[config.mk]
export PLATFORM = sky130hd
export DESIGN_NAME = multiword_serial_adder
export DESIGN_NICKNAME = d
export VERILOG_FILES = /design/src/rtl/multiword_serial_adder_pkg.sv /design/src/rtl/multiword_serial_adder_rca.sv /design/src/rtl/multiword_serial_adder.sv
export SDC_FILE = /design/constraint.sdc
export NUM_CORES = 1
export LEC_CHECK = 0
export ABC_AREA = 1
export CORE_MARGIN = 10
export CORE_UTILIZATION = 28
export CTS_CLUSTER_SIZE = 16
export DETAILED_ROUTE_END_ITERATION = 10
export GPL_ROUTABILITY_DRIVEN = 1
export PLACE_DENSITY_LB_ADDON = 0.2
export SETUP_SLACK_MARGIN = 0.4
export SLEW_MARGIN = 30
export SYNTH_ARGS = -nofsm -noshare
export SYNTH_HDL_FRONTEND = slang
export SYNTH_SLANG_ARGS = --single-unit
[constraint.sdc]
create_clock -name clk -period 5.5 [get_ports clk]
set_input_delay 0.55 -clock clk [delete_from_list [all_inputs] [get_ports clk]]
set_output_delay 0.55 -clock clk [all_outputs]
set_load 0.03 [all_outputs]
[src/rtl/multiword_serial_adder_pkg.sv]
// Shared types and sizing helpers for the multiword serial adder.
// Holds the FSM state encoding, default geometry and the slice-index width rule.
package multiword_serial_adder_pkg;

    typedef enum logic [1:0] {
        IDLE,
        ADD,
        DONE
    } state_t;

    localparam int DEFAULT_DATA_WIDTH = 8;
    localparam int DEFAULT_NUM_WORDS  = 4;

    // A single-slice configuration still needs a 1-bit index register.
    function automatic int idx_width(input int num_words);
        return (num_words > 1) ? $clog2(num_words) : 1;
    endfunction

    localparam int IDX_W = idx_width(DEFAULT_NUM_WORDS);

endpackage

[src/rtl/multiword_serial_adder_rca.sv]
// Ripple-carry adder slice (the team's RCA_8 at its default width).
// Purely combinational: sum/cout = a + b + cin.
module rca_8
    import multiword_serial_adder_pkg::*;
#(
    parameter int WIDTH = DEFAULT_DATA_WIDTH
) (
    input  logic [WIDTH-1:0] a,
    input  logic [WIDTH-1:0] b,
    input  logic             cin,
    output logic [WIDTH-1:0] sum,
    output logic             cout
);

    logic [WIDTH:0] carry;

    // NOTE: every signal written in always_comb gets a default first, so no
    // path through the block can leave it unassigned and infer a latch.
    always_comb begin
        carry    = '0;
        sum      = '0;
        carry[0] = cin;
        for (int i = 0; i < WIDTH; i++) begin
            sum[i]     = a[i] ^ b[i] ^ carry[i];
            carry[i+1] = (a[i] & b[i]) | (carry[i] & (a[i] ^ b[i]));
        end
        cout = carry[WIDTH];
    end

endmodule

[src/rtl/multiword_serial_adder.sv]
// Wide adder that walks one DATA_WIDTH slice per cycle through a single RCA,
// with valid/ready on both sides. `define SIGNED_OVERFLOW_EN adds out_ovf.
module multiword_serial_adder
    import multiword_serial_adder_pkg::*;
#(
    parameter int DATA_WIDTH = DEFAULT_DATA_WIDTH,
    parameter int NUM_WORDS  = DEFAULT_NUM_WORDS
) (
    input  logic                            clk,
    input  logic                            rst_n,
    input  logic                            in_valid,
    output logic                            in_ready,
    input  logic [DATA_WIDTH*NUM_WORDS-1:0] in_a,
    input  logic [DATA_WIDTH*NUM_WORDS-1:0] in_b,
    input  logic                            in_cin,
    output logic                            out_valid,
    input  logic                            out_ready,
    output logic [DATA_WIDTH*NUM_WORDS-1:0] out_sum,
    output logic                            out_cout
`ifdef SIGNED_OVERFLOW_EN
    ,
    output logic                            out_ovf
`endif
);

    localparam int               W        = DATA_WIDTH * NUM_WORDS;
    localparam int               IW       = idx_width(NUM_WORDS);
    localparam logic [IW-1:0]    LAST_IDX = IW'(NUM_WORDS - 1);

    state_t                  state;
    logic [W-1:0]            a_reg;
    logic [W-1:0]            b_reg;
    logic                    carry_reg;
    logic [IW-1:0]           idx;

    logic [DATA_WIDTH-1:0]   slice_a;
    logic [DATA_WIDTH-1:0]   slice_b;
    logic [DATA_WIDTH-1:0]   slice_s;
    logic                    slice_c;

    assign slice_a  = a_reg[int'(idx)*DATA_WIDTH +: DATA_WIDTH];
    assign slice_b  = b_reg[int'(idx)*DATA_WIDTH +: DATA_WIDTH];
    assign in_ready = (state == IDLE);

    rca_8 #(
        .WIDTH (DATA_WIDTH)
    ) u_rca (
        .a    (slice_a),
        .b    (slice_b),
        .cin  (carry_reg),
        .sum  (slice_s),
        .cout (slice_c)
    );

`ifdef SIGNED_OVERFLOW_EN
    // The adder does not expose its internal carries; recover the carry into
    // the top bit from the top-bit sum and operands.
    logic top_bit_cin;
    assign top_bit_cin = slice_s[DATA_WIDTH-1] ^ slice_a[DATA_WIDTH-1] ^ slice_b[DATA_WIDTH-1];
`endif

    // NOTE: operand registers are reset along with the control state so an
    // abort mid-operation can never leak a stale slice or carry into the next add.
    always_ff @(posedge clk or negedge rst_n) begin
        if (!rst_n) begin
            state     <= IDLE;
            a_reg     <= '0;
            b_reg     <= '0;
            carry_reg <= 1'b0;
            idx       <= '0;
            out_valid <= 1'b0;
            out_sum   <= '0;
            out_cout  <= 1'b0;
`ifdef SIGNED_OVERFLOW_EN
            out_ovf   <= 1'b0;
`endif
        end else begin
            // NOTE: state is updated with non-blocking assignments so every
            // register samples pre-edge values regardless of statement order.
            case (state)
                IDLE: begin
                    if (in_valid) begin
                        a_reg     <= in_a;
                        b_reg     <= in_b;
                        carry_reg <= in_cin;
                        idx       <= '0;
                        state     <= ADD;
                    end
                end
                ADD: begin
                    out_sum[int'(idx)*DATA_WIDTH +: DATA_WIDTH] <= slice_s;
                    carry_reg <= slice_c;
                    if (idx == LAST_IDX) begin
                        out_cout  <= slice_c;
                        out_valid <= 1'b1;
`ifdef SIGNED_OVERFLOW_EN
                        out_ovf   <= top_bit_cin ^ slice_c;
`endif
                        state     <= DONE;
                    end else begin
                        idx <= idx + 1'b1;
                    end
                end
                DONE: begin
                    if (out_ready) begin
                        out_valid <= 1'b0;
                        state     <= IDLE;
                    end
                end
                default: state <= IDLE;
            endcase
        end
    end

endmodule

==> results of run 1 <==
## final timing paths
kind	endpoint	slack, ps	cells after the start
max	out_sum[31]	800	19
min	out_sum[24]	220	1
max reg2reg	out_sum[31]	800	19
min reg2reg	a_reg[12]	470	2
max in group asynchronous	b_reg[12]	4140	2
min in group clk	a_reg[12]	470	2
## routing by layer
metal,up-vias,share of wire,GRT usage
met3,9,0.054,0.0382
li1,2173,-,-
met2,90,0.48,0.198
met4,0,0.012,0.0369
met5,-,0,0
met1,2080,0.45,0.147
## power groups by stage
stage	combinational (mW)	clock, mW	sequential [mW]
after floorplan	1.40	0	1.37
after global placement	2.11	0	1.33
after detailed placement	2.15	0	1.33
after CTS	2.16	0.716	1.32
after global routing	2.42	0.745	1.36
final	2.14	0.693	1.31
## cell families (layout without fill, tap and decap cells)
family,Yosys count,after routing,share of synthesized area
simple gates,434,434,0.361
flops,103,103,0.512
buf+inv,66,158,0.0616
compound gates,17,17,0.0194
fa+ha+maj,14,14,0.0467
## cell type report
cell class	count	area (sq um)
Inverter	32	120
Sequential cell	103	2580
Clock buffer	11	243
Fill cell	1831	10900
Clock inverter	5	81.3
Tap cell	225	282
Multi-Input combinational cell	465	2150
Timing Repair Buffer	110	1080
## through the flow
stage | util | power, mW | hold WS [ps] | worst slack (ps) | area, sq um
2_1_floorplan | - | 2.77 | 254 | 1090 | 5040
3_3_place_gp | 0.355 | 3.44 | 462 | 913 | 6200
3_5_place_dp | 0.355 | 3.49 | 459 | 819 | 6210
4_1_cts | 0.374 | 4.19 | 236 | 808 | 6530
5_1_grt | 0.374 | 4.52 | 269 | 472 | 6530
6_report | 0.374 | 4.14 | 223 | 802 | 6530
## critical path: stages (launching register included)
cell and delay (ps):
dfrtp_1 620, inv_2 330, nand2_1 80, nand3_1 70
nand2_1 80, fa_1 400, fa_1 380, fa_1 380
fa_1 380, inv_1 80, fa_1 160, inv_1 50
fa_1 380, fa_1 380, inv_1 80, fa_1 460
nand3_1 120, inv_1 50, nand2_1 60, nand2_1 50
## synth_stat cells
cell	number	area (sq um)
inv_1	28	105
buf_4	7	52.6
nor2_2	1	6.26
clkbuf_1	3	11.3
clkinv_1	2	7.51
buf_6	2	22.5
nand3_2	1	10.0
buf_2	17	85.1
nand2_1	297	1110
nand2_2	2	12.5
nand4_1	2	12.5
o21ai_0	12	60.1
nor2_1	16	60.1
o211ai_1	4	30.0
ha_1	6	75.1
nor2_4	4	45.0
buf_1	5	18.8
inv_2	2	7.51
dfrtp_1	103	2580
fa_1	8	160
nand3_1	111	556
o31ai_1	1	7.51
==> results summary, run 1 <==
The post-cts resize count is 0. The register bit count reported by yosys came out at 103. Port buffering added 103 buffers. When the netlist entered floorplanning its net count stood at 717.

The repair_antennas step left the layout with diodes totalling 0. The total negative slack came out at 0 ps. The total iterations of the first detailed-routing run came out at 4.

The estimated wirelength of the detail-placed design came out at 10900 microns. At the worst endpoint, the required time is 5740 ps. In the layout the commonest cells are 297 x nand2_1, 111 x nand3_1, 103 x dfrtp_1, 101 x clkdlybuf4s50_1, 28 x inv_1. The library cell used most frequently in the layout, excluding fill and tap cells, is nand2_1. The power share of the sequential group came out at 0.317.

The share of the Yosys chip area taken by registers is 0.512. The run finished with clean final reports. The wire length after detailed routing is 14200 microns. The CTS tree is built. The number of unique standard cell types used by synthesis is 22. The synthesized area divided by synthesized cell count is 7.95 sq um. Setup repair after global routing left no endpoint under its margin. The cell area after synthesis came out at 5040 sq um. The endpoint arrival time on the critical path is 4940 ps. The total via count in the routed design is 4352. The number of antenna violations at the first check in global routing came out at 0. The number of clock buffers inserted by TritonCTS came out at 9. The worst hold path belongs to the class in2async. Max-cap violations in this run came to 0.

The transition time at the pin with the least slew margin is 689 ps. The first-pass GRT wire length is 23200 microns. Dividing the detail-routed via count by the number of cells gives 4.58. The die area is 23800 sq um. Across the VDD grid, the largest voltage drop is 0.000320 V. The average routed wire per standard cell came out at 14.9 microns. The time the final worst path needs with I/O delays and setup is 4700 ps. Counting along the longest clock path gives a buffer depth of 2. The part of the total power dissipated in the clock network is 0.167. The leakage power is 3.29 nW. The maximum level of the CTS H-tree is 3.

The layout-stage area growth over the synthesis result is 29.7%. The cell-internal power is 2.25 mW. The beginning of the worst register-to-register path is idx[0].

The worst setup path is launched from a register. The number of placed I/O pins is 104. The final layout contains 804 nets. The congestion estimate from routability-driven global placement came to 0.855. The Yosys step of the flow raised 0 warnings. The number of max-slew violations in the final report came to 0. The remaining design rule violation count came out at 0.

The number of standard cells in the final layout excluding fillers is 951. The worst setup path is captured at a register. The achievable frequency came out at 213 MHz. Entering global routing, the biggest net connects 70 pins. The hold buffer count at CTS is 0. The largest clock skew in the final design is 10.6 ps. The combinational share of power came out at 0.516. Buffers added to address setup during post-CTS repair amount to 0. The post-synthesis cell count is 634.

The global-route congestion overflow total came out at 0. The cell row count is 48. At the later pin of the worst-skew pair, clock insertion delay measures 350 ps. In this run the tightest slew margin relative to its limit is 0.541.

Measured along the x axis, the die boundary spans 154 microns. The clock-pin transition on the worst setup and hold timing paths is 70 ps. The fraction of layout instances using a drive strength above 1 came out at 0.0468. The number of global-route vias before repair is 4549. The clock sink count came out at 103. The final-report hold violation count came to 0. The power density normalized to cell area is 634 nW/um^2. The critical path is of the reg2reg type. The placeable core area came out at 17500 sq um. In this run, placement finished with an instance count of 935. The count of routing violations after the opening detailed-route iteration is 196. The setup violation total in the final timing report came out at 0. Of all nets on the critical path, the largest fanout is 22. The chip height came out at 154 microns. The detail route stage leaves a number of antenna-violating nets equal to 0. The overall global routing resource usage is 0.121. The starting utilization of the core area is 0.288. The master cell of the clock root buffer is clkbuf_16. The switching portion of total power is 0.457. Dividing the final minimum period by the clock period gives 0.854. The total net switching power is 1.89 mW. The source of the critical timing path is idx[0].
(Power assumes the default switching activity.)
==> inputs of run 2 (changes only) <==
--- a/config.mk
+++ b/config.mk
@@ -6,6 +6,7 @@
 export NUM_CORES = 1
 export LEC_CHECK = 0
 export ABC_AREA = 1
+export CAP_MARGIN = 0
 export CORE_MARGIN = 10
 export CORE_UTILIZATION = 28
 export CTS_CLUSTER_SIZE = 16
==> results of run 2 <==
Same layout as run 1: the final DEF is identical, and so are final timing and power.
